**config.mk**
```make
export PLATFORM = sky130hd
export DESIGN_NAME = pump_sram_ctrl
export DESIGN_NICKNAME = d
export VERILOG_FILES = /design/src/rtl/pump_sram_ctrl.sv
export SDC_FILE = /design/constraint.sdc
export NUM_CORES = 1
export LEC_CHECK = 0
export CAP_MARGIN = 20
export CORE_UTILIZATION = 48
export DETAILED_ROUTE_END_ITERATION = 8
export GPL_ROUTABILITY_DRIVEN = 1
export HOLD_SLACK_MARGIN = 0.05
export PLACE_DENSITY = 0.77
export REMOVE_ABC_BUFFERS = 1
export SYNTH_ARGS = -nofsm -noshare
export SYNTH_HDL_FRONTEND = slang
export SYNTH_SLANG_ARGS = --single-unit
```
**constraint.sdc**
```tcl
create_clock -name pclk -period 2 [get_ports pclk]
set_clock_uncertainty 0.1 [all_clocks]
set_input_delay 0.2 -clock pclk [delete_from_list [all_inputs] [get_ports pclk]]
set_output_delay 0.2 -clock pclk [all_outputs]
set_load 0.05 [all_outputs]
```
**src/rtl/pump_sram_ctrl.sv**
```systemverilog
// Purpose: SPI-pump to SRAM loader, plus a core read port that is locked out while a load runs.
// Latency: a write strobe reaches sram_we_n_o 2 cycles after detection; a read returns RD_CYCLES+1 cycles after acceptance.
// Backpressure: one pending write byte is buffered and a second strobe is dropped (overrun_o); reads wait on core_ready_o.
// The optional load checksum/count outputs are built only when PUMP_SRAM_CHECKSUM_EN is defined.
module pump_sram_ctrl #(
    parameter int ADDR_W    = 19,
    parameter int WE_CYCLES = 2,
    parameter int RD_CYCLES = 2
) (
    input  logic              pclk,
    input  logic              reset_n,
    input  logic              pump_active_i,
    input  logic [ADDR_W-1:0] pump_a_i,
    input  logic [7:0]        pump_d_i,
    input  logic              pump_we_n_i,
    input  logic              core_rd_i,
    input  logic [ADDR_W-1:0] core_addr_i,
    output logic              core_ready_o,
    output logic [7:0]        core_data_o,
    output logic              core_valid_o,
    output logic              load_done_o,
    output logic              overrun_o,
    output logic [ADDR_W-1:0] sram_addr_o,
    output logic [7:0]        sram_dq_o,
    output logic              sram_dq_oe_o,
    input  logic [7:0]        sram_dq_i,
    output logic              sram_we_n_o,
`ifdef PUMP_SRAM_CHECKSUM_EN
    output logic [15:0]       load_sum_o,
    output logic [ADDR_W:0]   load_count_o,
`endif
    output logic              sram_oe_n_o
);

    typedef enum logic [2:0] {
        IDLE,
        WSETUP,
        WPULSE,
        WHOLD,
        RPULSE,
        RDONE
    } state_t;

    state_t            state, state_nx;
    logic [3:0]        cnt, cnt_nx;

    logic              we_s1, we_s2, we_s3;
    logic              act_s1, act_s2, act_s3;
    logic              wr_det, act_rise, act_fall;

    logic              pending;
    logic [ADDR_W-1:0] pend_a;
    logic [7:0]        pend_d;
    logic              wr_take;
    logic [ADDR_W-1:0] wr_a;
    logic [7:0]        wr_d;

    logic              ld_wr, ld_rd, rd_sample;
    logic              done_armed;

    // Two-flop synchronisers plus one edge-detect flop for the sck-domain strobes
    always_ff @(posedge pclk or negedge reset_n) begin
        if (!reset_n) begin
            we_s1  <= 1'b1;
            we_s2  <= 1'b1;
            we_s3  <= 1'b1;
            act_s1 <= 1'b0;
            act_s2 <= 1'b0;
            act_s3 <= 1'b0;
        end else begin
            we_s1  <= pump_we_n_i;
            we_s2  <= we_s1;
            we_s3  <= we_s2;
            act_s1 <= pump_active_i;
            act_s2 <= act_s1;
            act_s3 <= act_s2;
        end
    end

    assign wr_det   = !we_s2 && we_s3;
    assign act_rise = act_s2 && !act_s3;
    assign act_fall = !act_s2 && act_s3;

    // A strobe is only taken when the one-deep buffer is free; pump address/data
    // are long stable by the time the synchronised strobe arrives.
    assign wr_take = wr_det && !pending;
    assign wr_a    = pending ? pend_a : pump_a_i;
    assign wr_d    = pending ? pend_d : pump_d_i;

    // A strobe seen in the same cycle as an idle slot still wins over the read
    assign core_ready_o = (state == IDLE) && !pending && !act_s2 && !wr_det;
    assign core_valid_o = (state == RDONE);
    assign load_done_o  = (done_armed || act_fall) && (state == IDLE) && !pending && !wr_det;

    // Next-state and load strobes; writes have priority over reads
    always_comb begin
        state_nx  = state;
        cnt_nx    = cnt;
        ld_wr     = 1'b0;
        ld_rd     = 1'b0;
        rd_sample = 1'b0;
        case (state)
            IDLE: begin
                if (pending || wr_take) begin
                    state_nx = WSETUP;
                    ld_wr    = 1'b1;
                end else if (core_rd_i && core_ready_o) begin
                    state_nx = RPULSE;
                    cnt_nx   = 4'(RD_CYCLES - 1);
                    ld_rd    = 1'b1;
                end
            end
            WSETUP: begin
                state_nx = WPULSE;
                cnt_nx   = 4'(WE_CYCLES - 1);
            end
            WPULSE: begin
                if (cnt == 4'd0) state_nx = WHOLD;
                else             cnt_nx   = cnt - 4'd1;
            end
            WHOLD:  state_nx = IDLE;
            RPULSE: begin
                if (cnt == 4'd0) begin
                    state_nx  = RDONE;
                    rd_sample = 1'b1;
                end else begin
                    cnt_nx = cnt - 4'd1;
                end
            end
            RDONE:   state_nx = IDLE;
            default: state_nx = IDLE;
        endcase
    end

    // State register and pulse-length counter
    always_ff @(posedge pclk or negedge reset_n) begin
        if (!reset_n) begin
            state <= IDLE;
            cnt   <= 4'd0;
        end else begin
            state <= state_nx;
            cnt   <= cnt_nx;
        end
    end

    // One-deep write buffer; a strobe arriving while it is full is dropped
    always_ff @(posedge pclk or negedge reset_n) begin
        if (!reset_n) begin
            pending <= 1'b0;
            pend_a  <= '0;
            pend_d  <= 8'h00;
        end else if (ld_wr) begin
            pending <= 1'b0;
        end else if (wr_take) begin
            pending <= 1'b1;
            pend_a  <= pump_a_i;
            pend_d  <= pump_d_i;
        end
    end

    // Sticky overrun flag, cleared when a new load starts
    always_ff @(posedge pclk or negedge reset_n) begin
        if (!reset_n)                overrun_o <= 1'b0;
        else if (wr_det && pending)  overrun_o <= 1'b1;
        else if (act_rise)           overrun_o <= 1'b0;
    end

    // Load-done arms on the end of a load and fires once the write path drains
    always_ff @(posedge pclk or negedge reset_n) begin
        if (!reset_n)         done_armed <= 1'b0;
        else if (act_rise)    done_armed <= 1'b0;
        else if (load_done_o) done_armed <= 1'b0;
        else if (act_fall)    done_armed <= 1'b1;
    end

    // Registered SRAM pins, decoded from the next state so they are glitch-free
    always_ff @(posedge pclk or negedge reset_n) begin
        if (!reset_n) begin
            sram_we_n_o  <= 1'b1;
            sram_oe_n_o  <= 1'b1;
            sram_dq_oe_o <= 1'b0;
            sram_addr_o  <= '0;
            sram_dq_o    <= 8'h00;
        end else begin
            sram_we_n_o  <= (state_nx != WPULSE);
            sram_oe_n_o  <= (state_nx != RPULSE);
            sram_dq_oe_o <= (state_nx == WSETUP) || (state_nx == WPULSE) || (state_nx == WHOLD);
            if (ld_wr) begin
                sram_addr_o <= wr_a;
                sram_dq_o   <= wr_d;
            end else if (ld_rd) begin
                sram_addr_o <= core_addr_i;
            end
        end
    end

    // Read data captured on the last output-enable cycle
    always_ff @(posedge pclk or negedge reset_n) begin
        if (!reset_n)       core_data_o <= 8'h00;
        else if (rd_sample) core_data_o <= sram_dq_i;
    end

`ifdef PUMP_SRAM_CHECKSUM_EN
    // Running byte sum and count of completed writes for the current load
    always_ff @(posedge pclk or negedge reset_n) begin
        if (!reset_n) begin
            load_sum_o   <= 16'h0000;
            load_count_o <= '0;
        end else if (act_rise) begin
            load_sum_o   <= 16'h0000;
            load_count_o <= '0;
        end else if (state == WHOLD) begin
            load_sum_o   <= load_sum_o + {8'h00, sram_dq_o};
            load_count_o <= load_count_o + (ADDR_W+1)'(1);
        end
    end
`endif

endmodule
```
==> summary.md <==
| Metric | Value |
|---|---|
| Wire length of the first global-routing pass | 13300 um |
| Vias in the first global route | 2757 |
| Initial antenna violation count | 0 |
| Final Max Tran Viols | 0 |
| Crit Path Category | reg -> out |
| Most common cell after layout, fill and taps aside | clkdlybuf4s50_1 |
| Post-route antenna net violation count | 0 |
| Met3 Resource Use GR | 7.32% |
| Worst EP required | 1700 ps |
| Clk sinks | 81 |
| Stages on worst setup path | 1 |
| Endpoints failing hold | 0 |
| Port Buffers | 100 |
| CP delay by family, top | buffers and inverters |
| Worst-path fanout max | 1 |
| Core area | 7410 um2 |
| Die width | 90.4 um |
| Pwr Density | 1720 nW/um2 |
| R2R depth | 4 |
| Outcome | complete, no violations |
| Top-Level Pins | 101 |
| EDFF count, synth | 0 |
| CTS tree | yes |
| Worst path bufs/invs | 1 |
| Worst R2R Setup Slack | 110 ps |
| Worst EP arrival | 1670 ps |
| Worst reg2reg endpoint | pend_a[13] |
| Most frequent cells in the layout | clkdlybuf4s50_1, dfrtp_1, mux2_2 |
| DP HPWL | 5670 um |
| Grt met1 use | 27.4% |
| Worst path cell trace | clkdlybuf4s50_1 |
| Worst skew pair latency | 350 ps |
| Clock Tree Root | clkbuf_8 |
| RSZ-0062 raised after global routing | false |
| Post-synth ARST share | 100% |
| Via density per instance | 5.05 |
| Synthesized flop and latch total | 81 |
| GR met2 Demand/Resource | 32.8% |
| RePlAce Congestion | 0.763 |
| Chip Height | 90.4 um |
| DR iter-0 viols | 78 |
| Ant. Diodes | 0 |
| Largest net degree at the start of global routing | 40 |
| Unique masters post-synth | 40 |
| WL/cell | 15.6 um |
| Hold Path End | we_s1 |
| CP Launch Type | flip-flop |
| Worst-case clock buffer depth | 2 |
| Nature of the critical path endpoint | primary output |
| Worst-path clk slew | 80 ps |
| Gate count after technology mapping | 292 |
| Drt drc | 0 |
| Peak supply drop | 0.913 mV |
| GR peak layer | met2 |
| Register area share after synthesis | 54.2% |
| Hold path cells | 1 |
| Min-Delay Path Class | in -> reg |
| Post-Layout Inst Area | 5090 um2 |
| Max Cap Viol | 0 |
| Die ar. | 8170 um2 |
| RR Startpoint | we_s3 |
| Num CTS Buffers | 9 |
| Rows | 31 |
| DRT Wirelength | 7920 um |
| GRT Total Usage | 21.0% |
| Mean Syn Cell Area | 12.8 um2 |
| Starting Density | 50.6% |
| Yosys Warn Count | 0 |
| Peak Freq | 509 MHz |
| Worst slew pin tran | 530 ps |
| P_leak | 0.00234 uW |
| Util after Layout | 68.7% |
| Post-CTS Setup Bufs | 0 |
| Post-Syn Area | 3750 um2 |
| Placed inst area | 4880 um2 |
| Startpoint of the worst hold path | pump_we_n_i |
| Largest stage delay, worst path | 790 ps |
| Grt total ovfl | 0 |
| Final Cycle Share | 98.3% |
| Share of post-route cells with drive strength above 1 | 25.4% |
| Layout area overhead | 35.8% |
| Initial DRT Pass Iterations | 4 |
| CP max-delay cell | clkdlybuf4s50_1 |
| Max-slew headroom at the worst pin | 64.6% |
| Final setup fails | 0 |
| Top_reg_cell synth | dfrtp_1 |
| DR vias | 2566 |
| Setup TNS | 0 ps |
| H-tree Lvls | 3 |
| Min Tclk post-route | 1970 ps |
| Final nets | 465 |
final cells by class:
| type | count | area, um2 |
|---|---|---|
| inverter | 4 | 15.0 |
| multi-input combinational | 190 | 1600 |
| fill | 544 | 2320 |
| clock inverter | 3 | 40.0 |
| clock buffer | 13 | 149 |
| sequential | 81 | 2030 |
| tap | 99 | 124 |
| timing repair buffer | 118 | 1130 |
logic make-up (layout without fill, tap and decap cells):
family	after synthesis	count (layout)	synth area share, %
mux	83	83	26.0
flops	81	81	54.2
buf+inv	21	138	4.11
compound gates	40	40	5.94
xor+xnor	2	2	0.467
simple gates	62	62	8.31
fa+ha+maj	3	3	0.934
where the power goes:
group          internal, uW  total [uW]  switching, uW  leakage, uW
combinational          2020        4740           2710      0.00127
clock                   609        1170            562    0.0000974
sequential             2410        2850            439     0.000968
timing repair:
item | CTS | global route
endpoints found under the hold margin | 33 | 0
resized for setup | 1 | 2
endpoints found under the setup margin | 2 | 11
hold buffers | 1 | 0
worst reg2reg max path, delay by kind of cell, from the launching register on:
family / cells / cell delay (ps)
multiplexers: 1 / 340
flip-flops: 1 / 540
AND/OR/NAND/NOR: 2 / 540
buffers and inverters: 1 / 250
registers in the layout, indices dropped and copies added (netlist names), 3 cells and up:
register	flops
pend_a	19
sram_addr_o	19
core_data_o	8
pend_d	8
sram_dq_o	8
cnt	4
state	3
Yosys cell counts (3+ instances only):
library cell,instances,area (um2)
a21oi_1,3,15.0
buf_2,7,35.0
buf_4,3,22.5
buf_6,3,33.8
dfrtp_1,76,1900
dfstp_2,5,131
inv_1,4,15.0
mux2_2,35,394
mux2_4,20,300
mux2i_1,28,280
nand2_1,32,120
nor2_1,11,41.3
nor2b_1,3,18.8
o21ai_0,29,145
metal layers:
metal / vias to the layer above / wire [um]
li1: 1236 / -
met1: 1249 / 3530
met2: 72 / 3800
met3: 9 / 492
met4: 0 / 93
met5: - / 0
worst max-delay path by stage:
stage                start         endpoint  slack (ps)
6_report       sram_oe_n_o      sram_oe_n_o          30
5_1_grt        sram_oe_n_o      sram_oe_n_o           1
4_1_cts        sram_oe_n_o      sram_oe_n_o          20
3_5_place_dp        cnt[0]   core_data_o[6]          80
3_3_place_gp        cnt[0]   core_data_o[5]         180
2_1_floorplan      pending  sram_addr_o[18]       -2370
stage by stage:
step	cells	total power, uW	setup WS [ps]	hold slack (ps)
after CTS	508	8800	22.5	157
after detailed placement	491	7590	80.3	107
after global placement	491	7470	179	110
after global routing	508	9250	0.991	167
final	508	8750	33.7	161
after floorplan	275	6060	-2370	-196
Power figures use the tool's default switching activity.
